<file path="src/rtl/key_pkg.sv">
// key_pkg: shared definitions for the push-button conditioning front end.
//   CLK_HZ                  system clock frequency
//   DEBOUNCE_CYCLES_DEFAULT stable samples needed to commit a change (10 ms)
//   key_state_e             per-channel debounce FSM state encoding
package key_pkg;

   localparam int unsigned CLK_HZ = 50_000_000;
   localparam int unsigned DEBOUNCE_CYCLES_DEFAULT = CLK_HZ / 100;

   typedef enum logic [1:0] {
      StIdle        = 2'd0,
      StPressWait   = 2'd1,
      StPressed     = 2'd2,
      StReleaseWait = 2'd3
   } key_state_e;

endpackage

</file>
<file path="src/rtl/key_debounce_ch.sv">
// key_debounce_ch: one push-button channel. Synchronizes the raw active-low key,
// debounces it with a counter FSM and produces registered level/press/release/toggle.
//   clk          system clock
//   reset        asynchronous active-high reset
//   key_n        raw button, active-low, asynchronous to clk
//   key_level    debounced state, 1 = pressed
//   key_press    one-cycle pulse on committed press
//   key_release  one-cycle pulse on committed release
//   key_toggle   inverts on every committed press
module key_debounce_ch
   import key_pkg::*;
#(
   parameter int unsigned DEBOUNCE_CYCLES = DEBOUNCE_CYCLES_DEFAULT
) (
   input  logic clk,
   input  logic reset,
   input  logic key_n,
   output logic key_level,
   output logic key_press,
   output logic key_release,
   output logic key_toggle
);

   localparam int unsigned CNT_W = $clog2(DEBOUNCE_CYCLES + 1);
   localparam logic [CNT_W-1:0] CNT_LAST = CNT_W'(DEBOUNCE_CYCLES - 1);
   localparam logic [CNT_W-1:0] CNT_ONE  = CNT_W'(1);

   if (DEBOUNCE_CYCLES < 2) begin : g_bad_debounce
      $error("key_debounce_ch: DEBOUNCE_CYCLES must be >= 2");
   end

   logic             r_sync1, r_sync2;
   key_state_e       r_state, w_state_d;
   logic [CNT_W-1:0] r_cnt, w_cnt_d;
   logic             r_level, w_level_d;
   logic             r_press, w_press_d;
   logic             r_release, w_release_d;
   logic             r_toggle, w_toggle_d;

   always_ff @(posedge clk or posedge reset) begin
      if (reset) begin
         r_sync1   <= 1'b0;
         r_sync2   <= 1'b0;
         r_state   <= StIdle;
         r_cnt     <= '0;
         r_level   <= 1'b0;
         r_press   <= 1'b0;
         r_release <= 1'b0;
         r_toggle  <= 1'b0;
      end else begin
         // Invert here so the synchronized value reads 1 = pressed.
         r_sync1   <= ~key_n;
         r_sync2   <= r_sync1;
         r_state   <= w_state_d;
         r_cnt     <= w_cnt_d;
         r_level   <= w_level_d;
         r_press   <= w_press_d;
         r_release <= w_release_d;
         r_toggle  <= w_toggle_d;
      end
   end

   always_comb begin
      w_state_d   = r_state;
      w_cnt_d     = r_cnt;
      w_level_d   = r_level;
      w_press_d   = 1'b0;
      w_release_d = 1'b0;
      w_toggle_d  = r_toggle;
      unique case (r_state)
         StIdle: begin
            if (r_sync2) begin
               w_state_d = StPressWait;
               w_cnt_d   = CNT_ONE;
            end
         end
         StPressWait: begin
            if (!r_sync2) begin
               // Bounce: abandon the wait silently.
               w_state_d = StIdle;
               w_cnt_d   = '0;
            end else if (r_cnt == CNT_LAST) begin
               w_state_d  = StPressed;
               w_cnt_d    = '0;
               w_level_d  = 1'b1;
               w_press_d  = 1'b1;
               w_toggle_d = ~r_toggle;
            end else begin
               w_cnt_d = r_cnt + CNT_ONE;
            end
         end
         StPressed: begin
            if (!r_sync2) begin
               w_state_d = StReleaseWait;
               w_cnt_d   = CNT_ONE;
            end
         end
         StReleaseWait: begin
            if (r_sync2) begin
               w_state_d = StPressed;
               w_cnt_d   = '0;
            end else if (r_cnt == CNT_LAST) begin
               w_state_d   = StIdle;
               w_cnt_d     = '0;
               w_level_d   = 1'b0;
               w_release_d = 1'b1;
            end else begin
               w_cnt_d = r_cnt + CNT_ONE;
            end
         end
         default: begin
            w_state_d = StIdle;
            w_cnt_d   = '0;
         end
      endcase
   end

   assign key_level   = r_level;
   assign key_press   = r_press;
   assign key_release = r_release;
   assign key_toggle  = r_toggle;

endmodule

</file>
<file path="src/rtl/key_conditioner.sv">
// key_conditioner: push-button front end for the display logic. One independent
// debounce channel per key.
//   clk          system clock (single domain)
//   reset        asynchronous active-high reset
//   key_n        raw buttons, active-low
//   key_level    debounced levels, 1 = pressed
//   key_press    one-cycle press pulses
//   key_release  one-cycle release pulses
//   key_toggle   press-toggled state per key
module key_conditioner
   import key_pkg::*;
#(
   parameter int unsigned NUM_KEYS        = 2,
   parameter int unsigned DEBOUNCE_CYCLES = DEBOUNCE_CYCLES_DEFAULT
) (
   input  logic                clk,
   input  logic                reset,
   input  logic [NUM_KEYS-1:0] key_n,
   output logic [NUM_KEYS-1:0] key_level,
   output logic [NUM_KEYS-1:0] key_press,
   output logic [NUM_KEYS-1:0] key_release,
   output logic [NUM_KEYS-1:0] key_toggle
);

   if (NUM_KEYS < 1) begin : g_bad_num_keys
      $error("key_conditioner: NUM_KEYS must be >= 1");
   end

   for (genvar g = 0; g < NUM_KEYS; g++) begin : g_ch
      key_debounce_ch #(
         .DEBOUNCE_CYCLES (DEBOUNCE_CYCLES)
      ) u_ch (
         .clk         (clk),
         .reset       (reset),
         .key_n       (key_n[g]),
         .key_level   (key_level[g]),
         .key_press   (key_press[g]),
         .key_release (key_release[g]),
         .key_toggle  (key_toggle[g])
      );
   end

endmodule

</file>
<file path="config.mk">
export PLATFORM = sky130hd
export DESIGN_NAME = key_conditioner
export DESIGN_NICKNAME = d
export VERILOG_FILES = /design/src/rtl/key_pkg.sv /design/src/rtl/key_debounce_ch.sv /design/src/rtl/key_conditioner.sv
export SDC_FILE = /design/constraint.sdc
export NUM_CORES = 1
export LEC_CHECK = 0
export BUFFER_PORTS_ARGS = -buffer_cell sky130_fd_sc_hd__clkbuf_2
export CAP_MARGIN = 20
export CORE_AREA = 5 5 91 93
export DETAILED_ROUTE_END_ITERATION = 7
export DIE_AREA = 0 0 96 98
export SETUP_SLACK_MARGIN = 0.3
export SLEW_MARGIN = 30
export SYNTH_ARGS = -nofsm -noshare
export SYNTH_HDL_FRONTEND = slang
export SYNTH_SLANG_ARGS = --single-unit
export TNS_END_PERCENT = 50
</file>
<file path="constraint.sdc">
create_clock -name clk -period 2 [get_ports clk]
set_input_delay 0.1 -clock clk [delete_from_list [all_inputs] [get_ports clk]]
set_output_delay 0.1 -clock clk [all_outputs]
set_load 0.01 [all_outputs]
</file>
Yosys cells after proc, flatten, opt, wreduce, memory -nomap -nowiden. Index checks and enable logic that the tools add are counted.

$add $sub $neg: 2. Multiply operators: 0. Divide/modulo/power cells: 0. Order comparisons: 0. Eq/ne operators: 24. Shift-type cells: 0. Mux-type cells: 46. Bitwise operators: 4. Reductions and logical operators: 12.

Operators by type and width (count): 19-bit two-way mux (10); 19-bit one-hot mux with 4 select lines (2); 19-bit by 1-bit adder with 19-bit output, second input constant (2); 19-bit == test, second input constant (2); 2-bit two-way mux (12); 1-bit two-way mux (18); 2-bit by 1-bit inequality test with 1-bit output, second input constant (8); 2-bit one-hot mux with 4 select lines (2); 5-bit AND reduction (2); 2-bit == test, second input constant (4); 2-bit inequality test, second input constant (4); 4-bit AND reduction (2); 3-bit by 1-bit inequality test with 1-bit output, second input constant (2); 3-bit inequality test, second input constant (2); 3-bit AND reduction (2); 2-bit by 1-bit == test with 1-bit output, second input constant (2); 2-bit logical NOT (2); 1-bit NOT (4); 1-bit one-hot mux with 2 select lines (2); 2-bit AND reduction (2); 2-bit nonzero test (2).

Register bits after elaboration: 54. Bits in latches: 0. Memory bits (writable): 0. Memory bits (read-only): 0. Output and inout port bits: 8. Word-level logic and storage cells: 104. Memories kept: 0.

Logic depth before layout (Yosys ltp). Gate-level depths: netlist of run 1.

Depth in word-level cells: 4. Depth in mapped cells: 8. Gate-level depth less buffers: 6.

By module. A second synthesis of run 1 with hierarchy kept.

Cells, all modules: 287. Area, all modules: 2835.2 µm².

By module, submodules not included: key_debounce_ch at g_ch[0].u_ch (times used 1, cells an instance 139, area an instance 1447.6 µm², sequential area each 675.6 µm²); key_debounce_ch at g_ch[1].u_ch (times used 1, cells an instance 148, area an instance 1387.6 µm², sequential area each 675.6 µm²).

Least setup slack after synthesis of run 1. Ideal clock, no wire load.

Kind: register to register. From: reg g_ch[1].u_ch.r_cnt[0]. To: reg g_ch[1].u_ch.r_cnt[1]. Arrival time: 1.747 ns. Required time: 1.879 ns. Slack: 0.132 ns. Cell stages (with the launch flop): 8. Buffers on the path: 2. Clock period less this slack: 1.868 ns. Cells stage by stage: dfrtp_1 ha_1 nand4_1 nor4_4 a21oi_1 buf_2 buf_6 a22o_1.

Cells in the longest elaborated chain, start to end: 4. Elaborated cells on any way between the ends: 6. Those cells by class: 1 x add/sub; 1 x eq/ne; 4 x mux.

Ends and longest elaborated chain: start: declaration (line key_debounce_ch.sv:34) `logic [CNT_W-1:0] r_cnt, w_cnt_d;`; start signal: assignment (line key_debounce_ch.sv:55) `r_cnt <= w_cnt_d;`; 19-bit by 1-bit adder with 19-bit output or 19-bit == test (tied branches); 19-bit two-way mux (*) (line key_debounce_ch.sv:82, key_debounce_ch.sv:102); 19-bit two-way mux, on equally long branches (line key_debounce_ch.sv:99, key_debounce_ch.sv:78); 19-bit one-hot mux with 4 select lines (*) (line key_debounce_ch.sv:70) `unique case (r_state)`.

Every way passes the cells marked *; elsewhere a longest branch is shown, timed or not. A chain may end at the register's enable or synchronous reset.

Worst setup path after layout of run 1.
From: reg g_ch[1].u_ch.r_cnt[1]. To: reg g_ch[1].u_ch.r_cnt[17].

Same word-level chain as after synthesis.

==> qor.yml, run 1 <==
path_clk_slew_ps: 100
coreArea_um2: 7447
vias_per_cell: 5.370
wl_per_cell_um: 14.76
grt_util_all_layers_pct: 14.94
multi_input_area_um2: 1632
fmax_mhz: 545.5
layout_commonest_cell: "dfrtp_1"
die_area_um2: 9408
fin_ws_ps: 167.0
rsz0062_at_grt: "yes"
skew_ps: 8.413
ys_seq_area_share_pct: 47.31
final_cell_mix: "dfrtp_1 (52), buf_4 (51), nand2_1 (26)"
antenna_found_initial: 0
p_leak_nw: 1.742
status: "complete, no violations"
totalWireLength_mm: 6.790
cts_tree: "yes"
power_w: 0.002912
grt_pass1_vias: 2376
powerDensity_nw_per_um2: 761.0
crit_type: "register to register"
num_antenna_cells: 0
whs_ps: 356.3
relSlewSlack_pct: 60.12
drv_slew: 0
hold_class: "register to register"
dp_hpwl_mm: 4.130
arrival_ps: 2080
grt_pass1_wl_mm: 11.34
critPathRequiredTime_ps: 2250
worstHoldStart: "g_ch[1].u_ch.r_sync1$_DFF_PP0_"
min_period_over_period_pct: 91.65
dr.first_iter.drc_count: 85
root_buffer: "clkbuf_8"
ir_drop_uv: 356.4
overflow: 0
nets: 363
syn_nets: 305
post_synth_num_cell_types: 53
fin_crit_ps: 1833
register_area_um2: 1354
route.detailed.drc: 0
pre_cts_slack_ps: 6.649
die_w_um: 96
io_pins: 12
drv_cap: 0
place_congestion: 0.8023
first_pass_iters: 4
synth_edf_count: 0
num_rows: 32
r2r-start: "g_ch[1].u_ch.r_cnt[1]$_DFFE_PP0P_"
drive_gt1_share_pct: 37.15
fillerInstances: 656
synth_cells: 299
cts.sinks: 54
yosysWarnings: 0
path_max_fanout: 5
chipHeight_um: 98
finalHoldViolations: 0
port-buffer-count: 11
worst_pin_slew_ps: 597.3
syn_avg_cell_area_um2: 9.553
netlist_area_um2: 2856
drt.antenna.violating_nets: 0
numCtsBuffers: 5
num_vias: 2470
synth-main-ff-cell: "dfrtp_1"
h-tree-depth: 2
startpoint: "g_ch[1].u_ch.r_cnt[1]$_DFFE_PP0P_"
grt_max_degree: 29
start_kind: "register"
tns_ps: 0
start_util_pct: 38.36
postLayoutCoreUtil_pct: 51.38
clockBufferDepth: 2
ys_seq_elements: 54
area_delta_synth_final_pct: 33.95
setup_viol: 0
async_flop_share_pct: 100.0
clk_latency_ps: 310
critPathCaptureType: "register"
==> registers in the layout, summed over array words and instances, names as in the netlist, named ones only <==
name and cells:
g_ch.u_ch.key_level 2, g_ch.u_ch.key_press 2, g_ch.u_ch.key_release 2, g_ch.u_ch.key_toggle 2, g_ch.u_ch.r_cnt 38, g_ch.u_ch.r_state 2
g_ch.u_ch.r_sync1 2, g_ch.u_ch.r_sync2 2
==> metrics by stage <==
| step | cell area [µm²] | std cells |
|---|---|---|
| finish | 3826 | 460 |
| global route | 3826 | 460 |
| CTS | 3548 | 444 |
| detailed placement | 3154 | 419 |
| global placement | 3154 | 419 |
| floorplan | 2888 | 299 |
==> routing by layer <==
metal | wire, µm | track usage (%)
met2 | 3367 | 24.00
met4 | 165 | 5.361
met3 | 181 | 2.619
met1 | 3076 | 20.02
met5 | 0 | 0
==> power by group <==
part	switching, W	total (W)	internal, W
clock network	0.000357	0.000891	0.000534
logic	0.000438	0.000799	0.000361
registers	0.0000763	0.00122	0.00115
==> worst paths after layout <==
check,endpoint,slack [ps],cells after the start
hold reg to reg,g_ch[1].u_ch.r_sync2$_DFF_PP0_,360,0
hold / removal,g_ch[1].u_ch.r_sync2$_DFF_PP0_,360,0
setup / recovery,g_ch[1].u_ch.r_cnt[17]$_DFFE_PP0P_,170,7
setup reg to reg,g_ch[1].u_ch.r_cnt[17]$_DFFE_PP0P_,170,7
max in group asynchronous,g_ch[1].u_ch.r_cnt[8]$_DFFE_PP0P_,1030,4
min in group asynchronous,g_ch[0].u_ch.r_cnt[6]$_DFFE_PP0P_,410,3
==> cells in the mapped netlist (5+ instances only) <==
library cell  count  area, µm²
a21o_1            7      52.55
a21oi_1          13      65.06
a22o_1           10      87.58
a31oi_1          15      93.84
and3_1            5      31.28
buf_4             8      60.06
clkbuf_1          7      26.28
dfrtp_1          54       1351
inv_1            10      37.54
nand2_1          26      97.59
nand3_1          25      125.1
nand4_1          11      68.82
nor2_1           17      63.81
nor3_1            6      30.03
o21ai_0          15      75.07
xnor2_1           5      43.79
==> kinds of logic after synthesis <==
family / count (synthesis) / synth area share, %
AND/OR/NAND/NOR: 125 / 24.40
AO/OA/AOI/OAI: 76 / 17.83
flip-flops: 54 / 47.31
buffers and inverters: 31 / 5.826
XOR/XNOR: 9 / 3.023
multiplexers: 2 / 0.7446
adder cells (fa/ha/maj): 2 / 0.8759
==> cell type report <==
| cell class | count | share of cell area [%] |
|---|---|---|
| sequential | 54 | 35.38 |
| clock inverter | 2 | 1.570 |
| multi-input combinational | 216 | 42.64 |
| tap | 102 | 3.336 |
| inverter | 10 | 0.9810 |
| timing repair buffer | 70 | 13.93 |
| clock buffer | 6 | 2.158 |
==> worst max-delay path, stage by stage, from the launching register on <==
cell and delay (ps):
dfrtp_1 400, ha_2 190, nand4_1 170, nor4_4 70, buf_4 160, a21o_4 230, or4_4 480, nand3_2 80
==> what timing repair did <==
action | CTS | global route
hold endpoints to repair | 28 | 0
setup endpoints to repair | 32 | 45
buffers inserted | 13 | 15
hold buffers | 3 | 0
gates cloned | 1 | 1
pin swaps | 14 | 19
resized for setup | 24 | 32
Power figures use the tool's default switching activity.
==> run 2, diff against run 1 <==
--- a/config.mk
+++ b/config.mk
@@ -6,9 +6,11 @@
 export NUM_CORES = 1
 export LEC_CHECK = 0
+export ABC_AREA = 1
 export BUFFER_PORTS_ARGS = -buffer_cell sky130_fd_sc_hd__clkbuf_2
 export CAP_MARGIN = 20
-export CORE_AREA = 5 5 91 93
+export CORE_AREA = 5 5 95 97
+export CTS_CLUSTER_SIZE = 24
 export DETAILED_ROUTE_END_ITERATION = 7
-export DIE_AREA = 0 0 96 98
+export DIE_AREA = 0 0 100 102
 export SETUP_SLACK_MARGIN = 0.3
 export SLEW_MARGIN = 30
==> constraint.sdc (replaced) <==
create_clock -name clk -period 2 [get_ports clk]
set_input_delay 0.1 -clock clk [delete_from_list [all_inputs] [get_ports clk]]
set_output_delay 0.1 -clock clk [all_outputs]
set_load 0.05 [all_outputs]
==> qor.yml, run 2 <==
numCtsBuffers: 5  # unchanged
p_leak_nw: 1.583  # -9.1%
synth-main-ff-cell: "dfrtp_1"
first_pass_iters: 4  # unchanged
drt.antenna.violating_nets: 0  # unchanged
place_congestion: 0.8485  # +5.8%
fin_crit_ps: 1569  # -264.3 ps
layout_commonest_cell: "nand2_1"
syn_nets: 423  # +39%
fmax_mhz: 637.5  # +17%
relSlewSlack_pct: 53.49  # -6.6 points
min_period_over_period_pct: 78.44  # -13 points
synth_cells: 417  # +39%
ir_drop_uv: 294.0  # -18%
setup_viol: 0  # unchanged
dr.first_iter.drc_count: 78  # -8.2%
yosysTopAreaCellShare_pct: 43.43  # -3.9 points
syn_avg_cell_area_um2: 7.462  # -22%
hold_depth: 0  # unchanged
drive_gt1_share_pct: 12.12  # -25 points
vias_per_cell: 4.886  # -9.0%
hold_class: "register to register"
antenna_found_initial: 0  # unchanged
largest_register_ffs: 38  # unchanged
crit_top_cell: "nand2_2"
ff2ff_path_depth: 8  # +1
cts.sinks: 54  # unchanged
post_synth_num_cell_types: 34  # -36%
ys_seq_elements: 54  # unchanged
yosysWarnings: 0  # unchanged
crit_chain: "ha_1 > nand2_2 > inv_2 > nand2_2 > nor2_4 > a21oi_4 > nand2_1 > a21oi_1"
synth.top_cells.by_count: "nand2_1 (116), nor2_1 (56), dfrtp_1 (54)"
die_w_um: 100  # +4.2%
slowest_stage: "dfrtp_1"
dp_hpwl_mm: 4.672  # +13%
synth.most_common_cell: "nand2_1"
grt_util_all_layers_pct: 13.54  # -1.4 points
dp_cells: 521  # +24%
ys_seq_area_share_pct: 43.43  # -3.9 points
h-tree-depth: 2  # unchanged
grt_pass1_vias: 2426  # +2.1%
rsz0062_at_grt: "yes"
start_util_pct: 38.65  # +0.29 points
totalWireLength_mm: 6.453  # -5.0%
netlist_area_um2: 3112  # +8.9%
critPathCaptureType: "register"
area_delta_synth_final_pct: 8.886
final_cell_mix: "nand2_1 (116), nor2_1 (55), dfrtp_1 (54)"
grt_max_degree: 55  # +90%
synth_edf_count: 0  # unchanged
final_cells: 534  # +16%
num_antenna_cells: 0  # unchanged
num_vias: 2609  # +5.6%
critPathRequiredTime_ps: 2230  # -20 ps
skew_ps: 5.327  # -3.086 ps
cpPeakStageDelay_ps: 420  # -60 ps
drv_cap: 0  # unchanged
holdPathEnd: "g_ch[0].u_ch.r_sync2$_DFF_PP0_"
overflow: 0  # unchanged
async_flop_share_pct: 100.0  # unchanged
port-buffer-count: 11  # unchanged
finalHoldViolations: 0  # unchanged
ys_top_cells_by_area: "dfrtp_1 (43%), nand2_1 (14%), nor2_1 (6.8%)"
nets: 434  # +20%
grt_pass1_wl_mm: 11.21  # -1.1%
cts_tree: "yes"
drv_slew: 0  # unchanged
path_max_fanout: 8  # +3
start_kind: "register"
powerDensity_nw_per_um2: 776.3  # +2.0%
coreArea_um2: 8051  # +8.1%
chipHeight_um: 102  # +4.1%
wl_per_cell_um: 12.08  # -18%
num_rows: 33  # +3.1%
status: "complete, no violations"
clk_latency_ps: 310  # about the same
worstHoldStart: "g_ch[0].u_ch.r_sync1$_DFF_PP0_"
die_area_um2: 10200  # +8.4%
path_clk_slew_ps: 90  # about the same
largest-register: "g_ch.u_ch.r_cnt"
worst_pin_slew_ps: 697.7  # +100.4 ps
root_buffer: "clkbuf_8"
worstReg2RegEnd: "g_ch[0].u_ch.r_cnt[0]$_DFFE_PP0P_"
arrival_ps: 1800  # -280 ps
route.detailed.drc: 0  # unchanged
r2r-start: "g_ch[0].u_ch.r_cnt[0]$_DFFE_PP0P_"
startpoint: "g_ch[0].u_ch.r_cnt[0]$_DFFE_PP0P_"
crit_type: "register to register"
io_pins: 12  # unchanged
r2r_setup_slack_ps: 430  # +260 ps
synth_top_area_cell: "dfrtp_1"
tns_ps: 0  # unchanged
clockBufferDepth: 2  # unchanged
[run 2: changes by cell type in the layout (fill, tap and decap cells not counted), sizes merged, moves of 8 or more]
cell / before / now
a31oi: 15 / 1
nor2: 17 / 64
a22o: 10 / 0
nand2: 27 / 124
inv: 10 / 46
nand3: 25 / 35
o21ai: 15 / 23
buf: 56 / 5
[run 2: repair_timing]
item / CTS / global route
setup endpoints to repair: 0 / 16
hold buffers: 3 / 0
hold endpoints to repair: 56 / 0
buffers inserted: 0 / 2
gates resized for setup: 0 / 4
[run 2: power breakdown]
| part | switching [W] | total [W] | internal (W) |
|---|---|---|---|
| sequential | 0.0000800 | 0.00125 | 0.00117 |
| clock | 0.000365 | 0.000739 | 0.000374 |
| combinational | 0.000437 | 0.000646 | 0.000208 |
| total | 0.000882 | 0.00263 | 0.00175 |
[run 2: final cells by class]
cell class,instances,area [µm²]
inverters,48,187.7
fillers,821,4663
clock inverters,2,37.54
flip-flops and latches,54,1351
clock buffers,6,72.57
repair buffers,19,122.6
multi-input cells,300,1485
well taps,105,131.4
[run 2: cells by family (layout without fill, tap and decap cells)]
logic type	after synthesis	in the layout	share of synthesized area [%]
AND/OR/NAND/NOR	244	244	35.34
AO/OA/AOI/OAI	41	41	7.519
flip-flops	54	54	43.43
adder cells (fa/ha/maj)	2	2	0.8041
XOR/XNOR	13	13	3.659
buffers and inverters	63	75	9.248
[run 2: per-layer routing]
metal	GRT usage [%]	share of wire (%)
met1	18.62	51
met2	21.65	45
met3	2.662	3.2
met4	4.249	1.3
met5	0	0
[run 2: metrics by stage]
stage	worst slack [ps]	power [W]	hold WS (ps)	cell area (µm²)	util, %
after floorplan	585.4	0.001708	159.4	3112	-
after global placement	398.7	0.001862	243.7	3217	39.95
after detailed placement	395.3	0.001873	245.6	3217	39.95
after CTS	373.6	0.002626	359.1	3357	41.69
after global routing	251.9	0.002792	365.6	3388	42.08
final	431.3	0.002630	354.7	3388	42.08
[run 2: worst max path at each step]
stage / slack (ps) / depth (start not counted) / to
after floorplan: 590 / 1 / asynchronous set/reset pin
after global placement: 400 / 8 / g_ch[1].u_ch.r_cnt[6]$_DFFE_PP0P_
after detailed placement: 400 / 8 / g_ch[1].u_ch.r_cnt[7]$_DFFE_PP0P_
after CTS: 370 / 8 / g_ch[1].u_ch.r_cnt[7]$_DFFE_PP0P_
after global routing: 250 / 10 / g_ch[0].u_ch.r_cnt[15]$_DFFE_PP0P_
final: 430 / 8 / g_ch[0].u_ch.r_cnt[0]$_DFFE_PP0P_
[run 2: critical path: cells and delay by family (launching register included)]
family,cells,cell delay [ps]
flip-flops,1,420
AO/OA/AOI/OAI,2,410
AND/OR/NAND/NOR,4,380
adder cells (fa/ha/maj),1,240
buffers and inverters,1,50
